[config.mk]
export PLATFORM = sky130hd
export DESIGN_NAME = gerador_duzias_flat
export DESIGN_NICKNAME = d
export VERILOG_FILES = /design/src/rtl/gerador_duzias_if.sv /design/src/rtl/gerador_duzias.sv /design/src/flat_wrapper.sv
export SDC_FILE = /design/constraint.sdc
export NUM_CORES = 1
export LEC_CHECK = 0
export BUFFER_PORTS_ARGS = -buffer_cell sky130_fd_sc_hd__buf_2
export CORE_AREA = 4 4 64 66
export CTS_CLUSTER_DIAMETER = 100
export DETAILED_ROUTE_END_ITERATION = 8
export DIE_AREA = 0 0 68 70
export PLACE_DENSITY = 0.52
export SKIP_LAST_GASP = 1
export SLEW_MARGIN = 25
export SYNTH_ARGS = -nofsm -noshare
export SYNTH_HDL_FRONTEND = slang
export SYNTH_SLANG_ARGS = --single-unit
export TNS_END_PERCENT = 10
[constraint.sdc]
create_clock -name clk -period 2.6 [get_ports clk]
set_input_delay 0.52 -clock clk [delete_from_list [all_inputs] [get_ports clk]]
set_output_delay 0.52 -clock clk [all_outputs]
set_load 0.02 [all_outputs]
[src/rtl/gerador_duzias_if.sv]
// Dozen-count producer bus: operator/sensor inputs toward the generator and
// the count/handshake outputs toward the dozen counter and operator panel.
//   liga, sensor_garrafa, aprovada, caixa_trocada : into the generator
//   inc, motor, caixa_cheia, garrafas, rejeitadas  : out of the generator
// master = generator side, slave = environment side.
interface gerador_duzias_if;
  logic       liga;
  logic       sensor_garrafa;
  logic       aprovada;
  logic       caixa_trocada;
  logic       inc;
  logic       motor;
  logic       caixa_cheia;
  logic [3:0] garrafas;
  logic [7:0] rejeitadas;

  modport master (
    input  liga, sensor_garrafa, aprovada, caixa_trocada,
    output inc, motor, caixa_cheia, garrafas, rejeitadas
  );

  modport slave (
    output liga, sensor_garrafa, aprovada, caixa_trocada,
    input  inc, motor, caixa_cheia, garrafas, rejeitadas
  );
endinterface

[src/rtl/gerador_duzias.sv]
// gerador_duzias: counts approved bottles seen by the conveyor sensor, pulses
// inc once per completed box, and stops the conveyor until the operator
// swaps the box.
//   clk   : rising-edge clock
//   reset : synchronous, active-low
//   bus   : gerador_duzias_if.master (inputs liga/sensor_garrafa/aprovada/
//           caixa_trocada, outputs inc/motor/caixa_cheia/garrafas/rejeitadas)
module gerador_duzias #(
  parameter int GARRAFAS_POR_DUZIA = 12
) (
  input  logic               clk,
  input  logic               reset,
  gerador_duzias_if.master   bus
);

  localparam logic [3:0] MAX_G = 4'(GARRAFAS_POR_DUZIA - 1);

  typedef enum logic {CONTANDO = 1'b0, CHEIA = 1'b1} estado_t;

  estado_t    estado_q, estado_d;
  // sens: [0]=s1, [1]=s2 (synchronized), [2]=s3 (history for edge detect)
  logic [2:0] sens_q, sens_d;
  logic [1:0] liga_q, liga_d;
  // aprovada delayed by the same two stages as the sensor so it lines up with ev
  logic [1:0] apr_q, apr_d;
  logic [3:0] garrafas_q, garrafas_d;
  logic [7:0] rej_q, rej_d;
  logic       fim_q, fim_d;     // box completed on the previous edge
  logic       inc_q, inc_d;
  logic       motor_q, motor_d;
  logic       cheia_q, cheia_d;
  logic       ev;

  always_comb begin
    sens_d     = {sens_q[1:0], bus.sensor_garrafa};
    liga_d     = {liga_q[0], bus.liga};
    apr_d      = {apr_q[0], bus.aprovada};
    ev         = sens_q[1] & ~sens_q[2];
    estado_d   = estado_q;
    garrafas_d = garrafas_q;
    rej_d      = rej_q;
    fim_d      = 1'b0;

    case (estado_q)
      CONTANDO: begin
        // Bottles are only counted while the belt is actually running.
        if (ev && motor_q) begin
          if (apr_q[1]) begin
            if (garrafas_q == MAX_G) begin
              garrafas_d = '0;
              fim_d      = 1'b1;
              estado_d   = CHEIA;
            end else begin
              garrafas_d = garrafas_q + 4'd1;
            end
          end else if (rej_q != 8'hFF) begin
            rej_d = rej_q + 8'd1;
          end
        end
      end
      CHEIA: begin
        if (bus.caixa_trocada) estado_d = CONTANDO;
      end
      default: estado_d = CONTANDO;
    endcase

    // inc trails the completing edge by one cycle; a new box cannot complete
    // that fast, so inc is never high two cycles in a row.
    inc_d   = fim_q;
    motor_d = (estado_d == CONTANDO) & liga_q[1];
    cheia_d = (estado_d == CHEIA);
  end

  always_ff @(posedge clk) begin
    if (!reset) begin
      estado_q   <= CONTANDO;
      sens_q     <= '0;
      liga_q     <= '0;
      apr_q      <= '0;
      garrafas_q <= '0;
      rej_q      <= '0;
      fim_q      <= 1'b0;
      inc_q      <= 1'b0;
      motor_q    <= 1'b0;
      cheia_q    <= 1'b0;
    end else begin
      estado_q   <= estado_d;
      sens_q     <= sens_d;
      liga_q     <= liga_d;
      apr_q      <= apr_d;
      garrafas_q <= garrafas_d;
      rej_q      <= rej_d;
      fim_q      <= fim_d;
      inc_q      <= inc_d;
      motor_q    <= motor_d;
      cheia_q    <= cheia_d;
    end
  end

  assign bus.inc         = inc_q;
  assign bus.motor       = motor_q;
  assign bus.caixa_cheia = cheia_q;
  assign bus.garrafas    = garrafas_q;
  assign bus.rejeitadas  = rej_q;

endmodule

[src/flat_wrapper.sv]
// flat-port wrapper written by rule: the top's interface ports become plain ports
module gerador_duzias_flat 
#(
  parameter int GARRAFAS_POR_DUZIA = 12
)
  (clk, reset, bus_liga, bus_sensor_garrafa, bus_aprovada, bus_caixa_trocada, bus_inc, bus_motor, bus_caixa_cheia, bus_garrafas, bus_rejeitadas);
  gerador_duzias_if bus_i ();
  input  logic clk;
  input  logic reset;
  input wire logic [$bits(bus_i.liga)-1:0] bus_liga;
  input wire logic [$bits(bus_i.sensor_garrafa)-1:0] bus_sensor_garrafa;
  input wire logic [$bits(bus_i.aprovada)-1:0] bus_aprovada;
  input wire logic [$bits(bus_i.caixa_trocada)-1:0] bus_caixa_trocada;
  output wire logic [$bits(bus_i.inc)-1:0] bus_inc;
  output wire logic [$bits(bus_i.motor)-1:0] bus_motor;
  output wire logic [$bits(bus_i.caixa_cheia)-1:0] bus_caixa_cheia;
  output wire logic [$bits(bus_i.garrafas)-1:0] bus_garrafas;
  output wire logic [$bits(bus_i.rejeitadas)-1:0] bus_rejeitadas;
  assign bus_i.liga = bus_liga;
  assign bus_i.sensor_garrafa = bus_sensor_garrafa;
  assign bus_i.aprovada = bus_aprovada;
  assign bus_i.caixa_trocada = bus_caixa_trocada;
  assign bus_inc = bus_i.inc;
  assign bus_motor = bus_i.motor;
  assign bus_caixa_cheia = bus_i.caixa_cheia;
  assign bus_garrafas = bus_i.garrafas;
  assign bus_rejeitadas = bus_i.rejeitadas;
  gerador_duzias #(.GARRAFAS_POR_DUZIA(GARRAFAS_POR_DUZIA)) u_core (.clk(clk), .reset(reset), .bus(bus_i));
endmodule
After elaboration in Yosys (flattened, before gate mapping)
Index checks and enable logic that the tools add are counted.

cells by class
  $lt $le $gt $ge = 0
  eq/ne operators = 2
  muxes and demuxes = 6
  divide/modulo/power cells = 0
  shifts and indexed selects = 0
  multiply operators = 0
  reductions and logical operators = 4
  bitwise gates (word level) = 7
  $add $sub $neg = 2

operator list
  kind                 number
  $add 8x1->8 const B  1
  $ne 8x8->1 const B   1
  $not 1->1            5
  $add 4x1->4 const B  1
  $eq 4x4->1 const B   1
  $mux 1               4
  $mux 4               1
  $reduce_and 4->1     1
  $reduce_and 3->1     1
  $and 1x1->1          2
  $pmux 1 s2           1
  $reduce_or 2->1      1
  $logic_and 1x1->1    1

word-level totals
  memory bits (read-only) = 0
  register bits = 23
  bits in writable memories = 0
  bits in latches = 0
  bits of input ports = 6
  memories kept = 0

Logic depth before layout (Yosys ltp)
  depth after elaboration = 7
  mapped depth = 5

Least setup slack after synthesis
Ideal clock, no wire load.

  path kind = register to register
  start point = register u_core.rej_q[0] (netlist: u_core.bus.rejeitadas[0])
  end point = register u_core.rej_q[4] (netlist: u_core.bus.rejeitadas[4])
  path buffers = 0
  path slack = 1.002 ns
  cell stages (with the launch flop) = 6
  clock period less this slack = 1.598 ns
  data required time = 2.485 ns
  library setup time = 0.115 ns
  data arrival time = 1.483 ns
  cells stage by stage = dfxtp_1 ha_1 and3_4 a2111oi_4 xor2_1 and2_1

on the way
  cells in the longest elaborated chain, start to end = 2
  elaborated cells between the ends (all ways) = 3
  classes of those cells = add/sub: 1; eq/ne: 1; reduce/logical: 1

ends and longest elaborated chain
  item                                                 RTL line              text
  start, declared                                      gerador_duzias.sv:27  logic [7:0] rej_q, rej_d;
  start signal, assigned                               gerador_duzias.sv:92  rej_q <= rej_d;
  branches (longest 2 deep; another with $add 8x1->8)  -

Parallel ways; which one is timed is not known.
A chain may end at the register's enable or synchronous reset.

Worst setup path in the final report
  start point = register u_core.rej_q[0] (netlist: u_core.bus.rejeitadas[0])
  end point = register u_core.rej_q[5] (netlist: u_core.bus.rejeitadas[5])

Same word-level chain as after synthesis.

==> summary.md <==
| Metric | Value |
|---|---|
| Status | completed |
| Effective utilization at floorplan | 28.5% |
| WP depth | 5 |
| Final wirelength | 1840 microns |
| Max_slew headroom | 76.9% |
| Synth Instances | 92 |
| WP buf/inv | 0 |
| Initial antenna violation count | 0 |
| Mapped Area | 1020 sq um |
| First-pass GRT wire length | 3260 microns |
| Vias in the first global route | 721 |
| Setup Buffers After CTS | 0 |
| # fillers | 391 |
| Total CTS buffers | 3 |
| Syn_nets | 100 |
| Layout cells sized above 1 | 28.1% |
| Top-area cell type share of the netlist area | 45.2% |
| Area of the multi-input gates | 552 sq um |
| Worst endpoint data arrival time | 1.85 ns |
| Final Power | 0.000545 W |
| Routability Congestion | 0.741 |
| TritonCTS clock tree | done |
| GRT Total Usage | 8.87% |
| Worst-Skew Late Latency | 0.31 ns |
| Seq/Total Area, Yosys | 45.2% |
| HP Class | in2reg |
| Post-synth EDFFs | 0 |
| Clock transition at the registers of the reported paths | 0.13 ns |
| Worst-path cell chain | ha_1, and3_4, a2111oi_4, xor2_1, and2_1 |
| Fin crit period | 1.63 ns |
| Worst endpoint required time | 2.82 ns |
| Drt pass-1 iters | 3 |
| WL per Instance | 11.4 microns |
| Buffers on Ports | 20 |
| Worst Tran Pin Value | 0.347 ns |
| Post-cts hold buffer count | 0 |
| Largest net degree at the start of global routing | 26 |
| Setup tns final | 0 ns |
| Startpoint Class | register |
| Most frequent cell after synthesis | dfxtp_1 |
| Flops & latches, synth | 23 |
| Gr ovfl total | 0 |
| Fin crit share | 62.7% |
| Final setup violating endpoints | 0 |
| Via count | 700 |
| Initial DRC Count | 8 |
| Fin nets | 123 |
| Ant diodes | 0 |
| Layout Cells excl Fill | 162 |
| Pins over their slew limit | 0 |
| RSZ-0062 raised after global routing | false |
| Die ar. | 4760 sq um |
| FFs w/ async S/R, synth | 0% |
| Row cnt | 22 |
| Worst path slowest cell | dfxtp_1 |
| Clock sinks | 23 |
| Synth area leader | dfxtp_1 |
| Htree depth | 1 |
| Reg2reg start | u_core.bus.rejeitadas[0] |
| Syn. warnings | 0 |
| Clk_skew | 0.00331 ns |
| RR Endpoint | u_core.bus.rejeitadas[5] |
| Worst VDD drop | 0.206 mV |
| Family with the most delay on the worst path | simple AND/OR/NAND/NOR gates |
| Chip height | 70 microns |
| CP peak stage delay | 0.39 ns |
| CORE AREA | 3580 sq um |
| Commonest cells in the synthesized netlist | dfxtp_1 (23), and2_1 (14), nand2_1 (9) |
| Critical Path End | u_core.bus.rejeitadas[5] |
| Root cell of the clock tree | clkbuf_4 |
| Total placed cells including tap cells | 158 |
| Max Freq | 0.614 GHz |
| Drt drc | 0 |
| Synthesized area per cell | 11.1 sq um |
| Area growth, synth to finish | 17.5% |
| Reg2reg setup slack | 0.97 ns |
| Die X | 68 microns |
| IO Pins | 21 |
| Clock Path Buffers | 2 |
| Worst setup path startpoint | u_core.bus.rejeitadas[0] |
| FF/Latch Area | 460 sq um |
| Number of max-cap violations | 0 |
| Via density | 4.32 |
| CP Class | reg2reg |
| Area contributors post-synth | dfxtp_1 (45%), and2_1 (8.6%), a2111oi_4 (5.4%), xor2_1 (4.3%), mux2i_1 (3.9%) |
| Final Hold Viols | 0 |
| FF-to-FF path depth | 5 |
| Pleak | 0.548 nW |
| DP Wirelength | 1360 microns |
| Netlist cell types | 27 |
| Critical Path Sink Type | register |
| Critical-path maximum fanout | 5 |
| Pwr/cell area | 455 nW/um^2 |
| Ys flop type | dfxtp_1 |
| Post-CTS sizing | 0 |
| DRT antenna net count | 0 |
kinds of logic (layout without fill, tap and decap cells):
logic type	Yosys count	count (layout)	share of synthesized area, %
AND/OR/NAND/NOR	47	47	32.1
flip-flops	23	23	45.2
buffers and inverters	2	24	0.736
adder cells (fa/ha/maj)	2	2	2.45
multiplexers	4	4	3.93
AO/OA/AOI/OAI	9	9	11.3
XOR/XNOR	5	5	4.29
per-layer routing:
metal	up-vias	routed length [microns]	GRT usage (%)	part of all wire (%)
met3	4	101	2.41	5.5
li1	362	-	-	-
met1	321	837	10.4	45
met5	-	0	0	0
met4	0	37	5.30	2.0
met2	13	865	13.9	47
layout by cell type (no fill, tap or decap):
master     netlist  routed
dfxtp_1         23      23
o21ai_0          1       1
buf_2            0      20
nand2_1          9       9
a211oi_1         1       1
ha_1             2       2
and3_4           1       1
a21oi_1          1       1
nor2b_1          5       5
and4_4           1       1
nand2b_1         2       2
nor4b_2          1       1
mux2i_1          4       4
or3_1            2       2
nand3_1          4       4
nor2_1           2       2
nand4bb_4        1       1
a211oi_4         1       1
and3_1           2       2
clkbuf_4         0       3
a21boi_0         1       1
a2111oi_4        2       2
nand4b_4         1       1
a21boi_1         2       2
and4bb_2         1       1
and3b_1          1       1
and2_1          14      14
xor2_1           5       5
clkbuf_1         2       1
final cells by class:
cell class	instances	share of cell area [%]
repair buffers	20	8.35
flip-flops and latches	23	38.4
clock buffers	4	2.19
well taps	48	5.01
multi-input cells	67	46.0
registers in the layout, indices dropped and copies added (netlist names):
register and cells:
u_core.estado_q 1, u_core.bus.inc 1, u_core.liga_q 2, u_core.bus.rejeitadas 8, u_core.apr_q 2, u_core.sens_q 3
u_core.bus.motor 1, u_core.bus.garrafas 4, u_core.fim_q 1
worst min path at each step:
stage / cells past startpoint / to / slack (ns) / from
finish: 2 / u_core.apr_q[0] / 0.40 / bus_aprovada
global route: 2 / u_core.sens_q[0] / 0.40 / bus_sensor_garrafa
CTS: 2 / u_core.apr_q[0] / 0.39 / bus_aprovada
detailed placement: 1 / u_core.sens_q[1] / 0.42 / u_core.sens_q[0]
global placement: 1 / u_core.apr_q[1] / 0.42 / u_core.apr_q[0]
floorplan: 1 / u_core.apr_q[1] / 0.41 / u_core.apr_q[0]
worst register-to-register path, stage by stage, from the launching register on:
cell	delay, ns
dfxtp_1	0.39
ha_1	0.27
and3_4	0.24
a2111oi_4	0.38
xor2_1	0.10
and2_1	0.16
power breakdown:
part | internal [W] | switching [W]
clock | 0.0000599 | 0.000107
sequential | 0.000358 | 0.00000388
combinational | 0.00000849 | 0.00000777
total | 0.000426 | 0.000119
metrics by stage:
| stage | utilization, % | hold slack [ns] | cell area (sq um) | setup WS (ns) |
|---|---|---|---|---|
| 2_1_floorplan | - | 0.412 | 1020 | 1.00 |
| 3_3_place_gp | 32.8 | 0.418 | 1170 | 1.05 |
| 3_5_place_dp | 32.8 | 0.418 | 1170 | 1.00 |
| 4_1_cts | 33.5 | 0.389 | 1200 | 0.980 |
| 5_1_grt | 33.5 | 0.398 | 1200 | 0.916 |
| 6_report | 33.5 | 0.402 | 1200 | 0.971 |
(Power assumes the default switching activity.)
